$ cat src/rtl/wb_pkg.sv
// Shared types for the writeback/retire stage: FSM states, stack-adjust
// opcodes and the request record that is also used as the hold register.
package wb_pkg;

    // Default geometry. The request struct is sized from these constants,
    // so top-level parameter overrides must be matched here.
    localparam int WB_XLEN   = 64;
    localparam int WB_NREGS  = 16;
    localparam int WB_WPORTS = 2;
    localparam int WB_RIDX   = $clog2(WB_NREGS);

    typedef enum logic [1:0] {
        IDLE       = 2'd0,
        WAIT_STORE = 2'd1,
        HALTED     = 2'd2
    } wb_state_e;

    // Stack-pointer adjust carried with each instruction; code 3 is reserved
    // and behaves like SP_NONE.
    typedef enum logic [1:0] {
        SP_NONE = 2'd0,
        SP_INC  = 2'd1,
        SP_DEC  = 2'd2,
        SP_RSVD = 2'd3
    } sp_op_e;

    // One completed instruction as offered by EX/MEM.
    typedef struct packed {
        logic [WB_WPORTS-1:0]         wen;
        logic [WB_WPORTS*WB_RIDX-1:0] widx;
        logic [WB_WPORTS*WB_XLEN-1:0] wdata;
        sp_op_e                       sp_op;
        logic                         store;
        logic                         halt;
    } wb_req_t;

    // True when the opcode actually moves the stack pointer.
    function automatic logic sp_active(input sp_op_e op);
        return (op == SP_INC) || (op == SP_DEC);
    endfunction

    // Stack pointer after the adjust, wrapping modulo 2^XLEN.
    function automatic logic [WB_XLEN-1:0] sp_adjust(
        input logic [WB_XLEN-1:0] sp,
        input sp_op_e             op,
        input logic [WB_XLEN-1:0] step
    );
        case (op)
            SP_INC:  return sp + step;
            SP_DEC:  return sp - step;
            default: return sp;
        endcase
    endfunction

endpackage

$ cat src/rtl/wb_scoreboard.sv
// Per-register busy bits for decode hazard checks. A claim sets a bit, a
// retiring write clears it; a claim arriving on the same edge as the clear
// is the newer producer and therefore keeps the bit set.
module wb_scoreboard #(
    parameter int NREGS = 16,
    parameter int RIDX  = $clog2(NREGS)
) (
    input  logic             clk,
    input  logic             reset_n,
    input  logic             claim_valid,
    input  logic [RIDX-1:0]  claim_idx,
    input  logic [NREGS-1:0] clear_mask,
    output logic [NREGS-1:0] busy
);

    logic [NREGS-1:0] busy_reg;
    logic [NREGS-1:0] busy_next;
    logic [NREGS-1:0] claim_mask;

    // Decode the claim index into a one-hot set mask.
    for (genvar gi = 0; gi < NREGS; gi++) begin : g_claim
        assign claim_mask[gi] = claim_valid && (claim_idx == RIDX'(gi));
    end

    // Clear first, then set, so a same-edge claim overrides the retire.
    always_comb begin
        busy_next = (busy_reg & ~clear_mask) | claim_mask;
    end

    // Busy vector storage.
    always_ff @(posedge clk or negedge reset_n) begin
        if (!reset_n) begin
            busy_reg <= '0;
        end else begin
            busy_reg <= busy_next;
        end
    end

    assign busy = busy_reg;

endmodule

$ cat src/rtl/wb_regfile_retire.sv
// Writeback/retire stage: accepts one completed instruction per cycle,
// holds store-carrying instructions until the memory stage acknowledges,
// and commits port writes plus the implicit stack adjust to the
// architectural register file on a single clock edge.
module wb_regfile_retire
    import wb_pkg::*;
#(
    parameter int XLEN    = WB_XLEN,
    parameter int NREGS   = WB_NREGS,
    parameter int WPORTS  = WB_WPORTS,
    parameter int SP_IDX  = 4,
    parameter int SP_STEP = 8,
    parameter int RIDX    = $clog2(NREGS)
) (
    input  logic                     clk,
    input  logic                     reset_n,
    input  logic                     in_valid,
    output logic                     in_ready,
    input  logic [WPORTS-1:0]        in_wen,
    input  logic [WPORTS*RIDX-1:0]   in_widx,
    input  logic [WPORTS*XLEN-1:0]   in_wdata,
    input  logic [1:0]               in_sp_op,
    input  logic                     in_store,
    input  logic                     in_halt,
    input  logic                     store_ack,
    input  logic                     claim_valid,
    input  logic [RIDX-1:0]          claim_idx,
    output logic                     store_commit,
    output logic [NREGS-1:0]         busy,
    output logic [NREGS*XLEN-1:0]    regfile,
    output logic [31:0]              retired_count,
    output logic                     halted
);

    wb_state_e        state_reg;
    wb_req_t          hold_reg;
    wb_req_t          in_req;
    wb_req_t          commit_req;
    logic             commit_en;
    logic             hold_en;
    logic [NREGS-1:0] clear_mask;
    logic [31:0]      retired_count_reg;
    logic             store_commit_reg;
    logic             halted_reg;

    // Bundle the input ports into the request record.
    always_comb begin
        in_req.wen   = in_wen;
        in_req.widx  = in_widx;
        in_req.wdata = in_wdata;
        in_req.sp_op = sp_op_e'(in_sp_op);
        in_req.store = in_store;
        in_req.halt  = in_halt;
    end

    // Only IDLE takes new work; WAIT_STORE and HALTED both backpressure.
    assign in_ready = (state_reg == IDLE);

    // Decide whether this edge commits, and from which source, or parks
    // the incoming instruction in the hold register.
    always_comb begin
        commit_en  = 1'b0;
        hold_en    = 1'b0;
        commit_req = in_req;
        case (state_reg)
            IDLE: begin
                if (in_valid) begin
                    if (!in_req.store || store_ack) begin
                        commit_en = 1'b1;
                    end else begin
                        hold_en = 1'b1;
                    end
                end
            end
            WAIT_STORE: begin
                commit_req = hold_reg;
                commit_en  = store_ack;
            end
            default: begin
                commit_en = 1'b0;
            end
        endcase
    end

    // Hold register for a store waiting on its acknowledgement.
    always_ff @(posedge clk or negedge reset_n) begin
        if (!reset_n) begin
            hold_reg <= '0;
        end else if (hold_en) begin
            hold_reg <= in_req;
        end
    end

    // One storage element per architectural register. Each register
    // resolves its own next value: the stack adjust is applied first from
    // the pre-commit value, then port writes in ascending order so that a
    // higher port, and any port write to SP, takes precedence.
    for (genvar gi = 0; gi < NREGS; gi++) begin : g_reg
        logic [XLEN-1:0] val_reg;
        logic [XLEN-1:0] val_next;
        logic            written;

        // Next-value selection for this register.
        always_comb begin
            val_next = val_reg;
            written  = 1'b0;
            if (commit_en) begin
                if ((gi == SP_IDX) && sp_active(commit_req.sp_op)) begin
                    val_next = sp_adjust(val_reg, commit_req.sp_op, XLEN'(SP_STEP));
                    written  = 1'b1;
                end
                for (int p = 0; p < WPORTS; p++) begin
                    if (commit_req.wen[p] &&
                        (commit_req.widx[p*RIDX +: RIDX] == RIDX'(gi))) begin
                        val_next = commit_req.wdata[p*XLEN +: XLEN];
                        written  = 1'b1;
                    end
                end
            end
        end

        // Register storage.
        always_ff @(posedge clk or negedge reset_n) begin
            if (!reset_n) begin
                val_reg <= '0;
            end else begin
                val_reg <= val_next;
            end
        end

        assign clear_mask[gi]            = written;
        assign regfile[gi*XLEN +: XLEN]  = val_reg;
    end

    // Retire FSM with registered status outputs.
    always_ff @(posedge clk or negedge reset_n) begin
        if (!reset_n) begin
            state_reg         <= IDLE;
            retired_count_reg <= '0;
            store_commit_reg  <= 1'b0;
            halted_reg        <= 1'b0;
        end else begin
            store_commit_reg <= commit_en && commit_req.store;
            if (commit_en) begin
                retired_count_reg <= retired_count_reg + 32'd1;
            end
            case (state_reg)
                IDLE: begin
                    if (hold_en) begin
                        state_reg <= WAIT_STORE;
                    end else if (commit_en && commit_req.halt) begin
                        state_reg  <= HALTED;
                        halted_reg <= 1'b1;
                    end
                end
                WAIT_STORE: begin
                    if (commit_en) begin
                        if (commit_req.halt) begin
                            state_reg  <= HALTED;
                            halted_reg <= 1'b1;
                        end else begin
                            state_reg <= IDLE;
                        end
                    end
                end
                HALTED: begin
                    state_reg <= HALTED;
                end
                default: begin
                    state_reg <= IDLE;
                end
            endcase
        end
    end

    // Busy scoreboard: claims from decode, clears from retiring writes.
    wb_scoreboard #(
        .NREGS (NREGS),
        .RIDX  (RIDX)
    ) u_scoreboard (
        .clk         (clk),
        .reset_n     (reset_n),
        .claim_valid (claim_valid),
        .claim_idx   (claim_idx),
        .clear_mask  (clear_mask),
        .busy        (busy)
    );

    assign retired_count = retired_count_reg;
    assign store_commit  = store_commit_reg;
    assign halted        = halted_reg;

endmodule

$ cat config.mk
export PLATFORM = sky130hd
export DESIGN_NAME = wb_regfile_retire
export DESIGN_NICKNAME = d
export VERILOG_FILES = /design/src/rtl/wb_pkg.sv /design/src/rtl/wb_scoreboard.sv /design/src/rtl/wb_regfile_retire.sv
export SDC_FILE = /design/constraint.sdc
export NUM_CORES = 2
export LEC_CHECK = 0
export ABC_AREA = 1
export CORE_AREA = 2 2 476 478
export DETAILED_ROUTE_END_ITERATION = 12
export DIE_AREA = 0 0 478 480
export PLACE_DENSITY_LB_ADDON = 0.25
export REMOVE_ABC_BUFFERS = 1
export SLEW_MARGIN = 5
export SYNTH_ARGS = -nofsm -noshare
export SYNTH_HDL_FRONTEND = slang
export SYNTH_SLANG_ARGS = --single-unit
$ cat constraint.sdc
create_clock -name clk -period 3.46 [get_ports clk]
set_input_delay 0.692 -clock clk [delete_from_list [all_inputs] [get_ports clk]]
set_output_delay 0.692 -clock clk [all_outputs]
set_load 0.005 [all_outputs]
==> results.ini <==
[setup_path]
cp-end-kind=flop
worst_setup_path_start_kind=flop
crit_type=flop to flop
crit_arrival_ns=4.10
required_ns=4.18
path_max_fanout=7

[route]
vias_per_cell=5.22
drt_iter0_markers=7288
top_layer=met5
drt_wl_total_um=362000
wl_met2_um=166000
dr.pass1.iters=7
met3RoutedLength_um=33300
vias=69080
ant_nets=0
drt-met1-wl_um=143000
wl_per_cell_um=27.3
remaining_drc_errors=0

[cts]
clock-sinks=1218
cts_tree=done
root_buffer=clkbuf_16
htreeDepth=4
clkTransAtPathRegs_ns=0.06
cts_buffers=149
worstSkewPairLatency_ns=0.84
cts_buffer_depth=3

[yosys]
syn_avg_cell_area_um2=7.35
synth_cells=8551
synthArstFlopShare=1.00
synth_warnings=0
synth_seq_area_share=0.485
synthFlopType=dfrtp_1
synth-edff-count=0
synth_area_um2=62900
synth.distinct_cells=45
ys_ff_latch=1218

[power]
power.internal_w=0.0483
clockPowerShare=0.213
switching_share=0.375
max-vdd-ir-drop_v=0.000537
p_sw_w=0.0290
combPwrFrac=0.431
seq_power_share=0.355
powerDensity_nw_per_um2=842
p_leak_nw=41.8

[final_layout]
layout_common_cells=2047 x nand2_1, 1224 x clkdlybuf4s50_1, 1218 x dfrtp_1
utilization=0.410
fin_area_um2=91700
syn_to_final_growth_pct=46.0
layout_commonest_cell=nand2_1
fin_nets=10251
drive_gt1_frac=0.159
largest_reg_flops=1024

[timing]
finalClockSkew_ns=0.0368
rsz0062_at_grt=yes
max_freq_mhz=296
slew_violations=0
final.min_clock_period_ns=3.38
finalSetupViolCount=0
worstMarginPinSlew_ns=1.14
finalHoldViolCount=0
min_period_over_period=0.976
relSlewSlack=0.241

[global_routing]
grtUsageTotal=0.304
grt_pass1_wl_um=502000
grt_max_degree=114
grt_pass1_vias=65801
overflow=0
grt_antenna_before_repair=26

[die]
dieWidth_um=478
row_count=174
die_area_um2=229000
fp.dieH_um=480
design.core.area_um2=224000
start_util=0.281
io-pin-count=1226

[hold_path]
hold_class=primary input to async pin

[place]
port_buffers=1225
placed_area_um2=84400
dpl.hpwl_um=265000
routabilityCongestion=0.956

[job]
maxCapViolCount=0

[run_status]
outcome=finished, final reports clean

-- final timing paths --
| kind | from | cells after the start | slack [ns] | to |
|---|---|---|---|---|
| worst max-delay path | state_reg[1] | 27 | 0.08 | g_reg[4].val_reg[58] |
| worst min-delay path | reset_n | 2 | 0.41 | halted |
| max in group asynchronous | reset_n | 4 | 1.83 | g_reg[6].val_reg[32] |
| worst min register to register | hold_reg[1] | 2 | 0.46 | hold_reg[1] |
| min in group clk | in_wdata[17] | 3 | 0.44 | hold_reg[21] |
| worst max register to register | state_reg[1] | 27 | 0.08 | g_reg[4].val_reg[58] |
-- per-layer routing --
metal,global-route usage,up-vias
met1,0.381,33655
met3,0.0738,739
met5,0,-
met2,0.489,3696
li1,-,30972
met4,0.147,18
-- power by group through the flow --
stage               clock network [W]  registers (W)  logic, W
CTS                            0.0167         0.0273    0.0324
finish                         0.0165         0.0275    0.0333
global route                   0.0173         0.0280    0.0362
global placement                    0         0.0273    0.0316
detailed placement                  0         0.0274    0.0319
floorplan                           0         0.0255    0.0106
-- kinds of logic after synthesis --
logic type / Yosys count / synth area share
simple gates: 3731 / 0.229
flops: 1218 / 0.485
fa+ha+maj: 4 / 0.000796
xor+xnor: 59 / 0.00822
buf+inv: 1311 / 0.0843
compound gates: 2228 / 0.193
-- worst max-delay path, stage by stage (launching register included) --
cell and delay (ns):
dfrtp_1 0.41, nor2_4 0.13, buf_12 0.14, buf_8 0.12
nand2_2 0.05, o21ai_2 0.06, buf_6 0.12, ha_4 0.14
buf_12 0.17, buf_12 0.16, buf_4 0.13, nor2_4 0.04
inv_1 0.06, nand2_2 0.07, nor2_4 0.19, nand2_2 0.09
nor2_2 0.12, buf_4 0.14, nand2_1 0.12, buf_4 0.18
nor2_4 0.15, nand2_8 0.09, nand2_4 0.05, nand2_1 0.04
nand3_1 0.07, nand2_1 0.06, nand2_1 0.05, nand2_1 0.05
-- metrics by stage --
stage / TNS, ns / setup WS [ns] / total power [W] / hold WS (ns) / std cells
after floorplan: -5913.35 / -6.32 / 0.0360 / 0.396 / 7847
after global placement: -49.03 / -0.934 / 0.0590 / 0.435 / 12900
after detailed placement: -52.47 / -0.980 / 0.0593 / 0.450 / 12900
after CTS: -1.09 / -0.120 / 0.0764 / 0.365 / 13184
after global routing: -1.31 / -0.103 / 0.0814 / 0.418 / 13220
final: 0 / 0.0840 / 0.0773 / 0.407 / 13229
-- synth_stat cells (2+ instances only) --
cell type  number  area, um^2
a31oi_1       704        4400
o22ai_1         3        18.8
dfrtp_1      1218       30500
buf_1          36         135
ha_1            4        50.1
nor4_1          2        12.5
nor2_2         12        75.1
o21ai_0       882        4410
nor3_1         14        70.1
nor2_1       1318        4950
nor2_4          9         101
inv_2          23        86.3
o21ai_1        39         195
xnor2_1        15         131
a21oi_1       565        2830
o21ai_2         4        35.0
buf_4          18         135
nand4_1        13        81.3
nand2_1      2231        8370
buf_2         236        1180
nand3b_1        2        15.0
buf_6           2        22.5
and2_1          4        25.0
nand2_2         6        37.5
clkbuf_1      412        1550
or2_2           2        12.5
a21oi_2         2        17.5
a22oi_1        11        82.6
xor2_1         44         385
o211ai_1        5        37.5
nand3_1       111         556
o21bai_1        8        60.1
inv_1         584        2190
-- final cells by class --
class	instances	area, um^2
Sequential cell	1218	30500
Fill cell	22469	132000
Tap cell	2992	3740
Clock inverter	64	803
Inverter	607	2350
Clock buffer	210	4230
Timing Repair Buffer	2098	21000
Antenna cell	18	45.0
Multi-Input combinational cell	6022	29100
-- repair_timing --
action / CTS / global route
gates resized for setup: 149 / 442
endpoints found under the setup margin: 73 / 557
pin swaps: 7 / 107
hold endpoints to repair: 36 / 0
hold buffers: 1 / 0
cloned: 1 / 5
setup buffers: 8 / 25
Note: power is estimated with default switching activity, not from simulation.
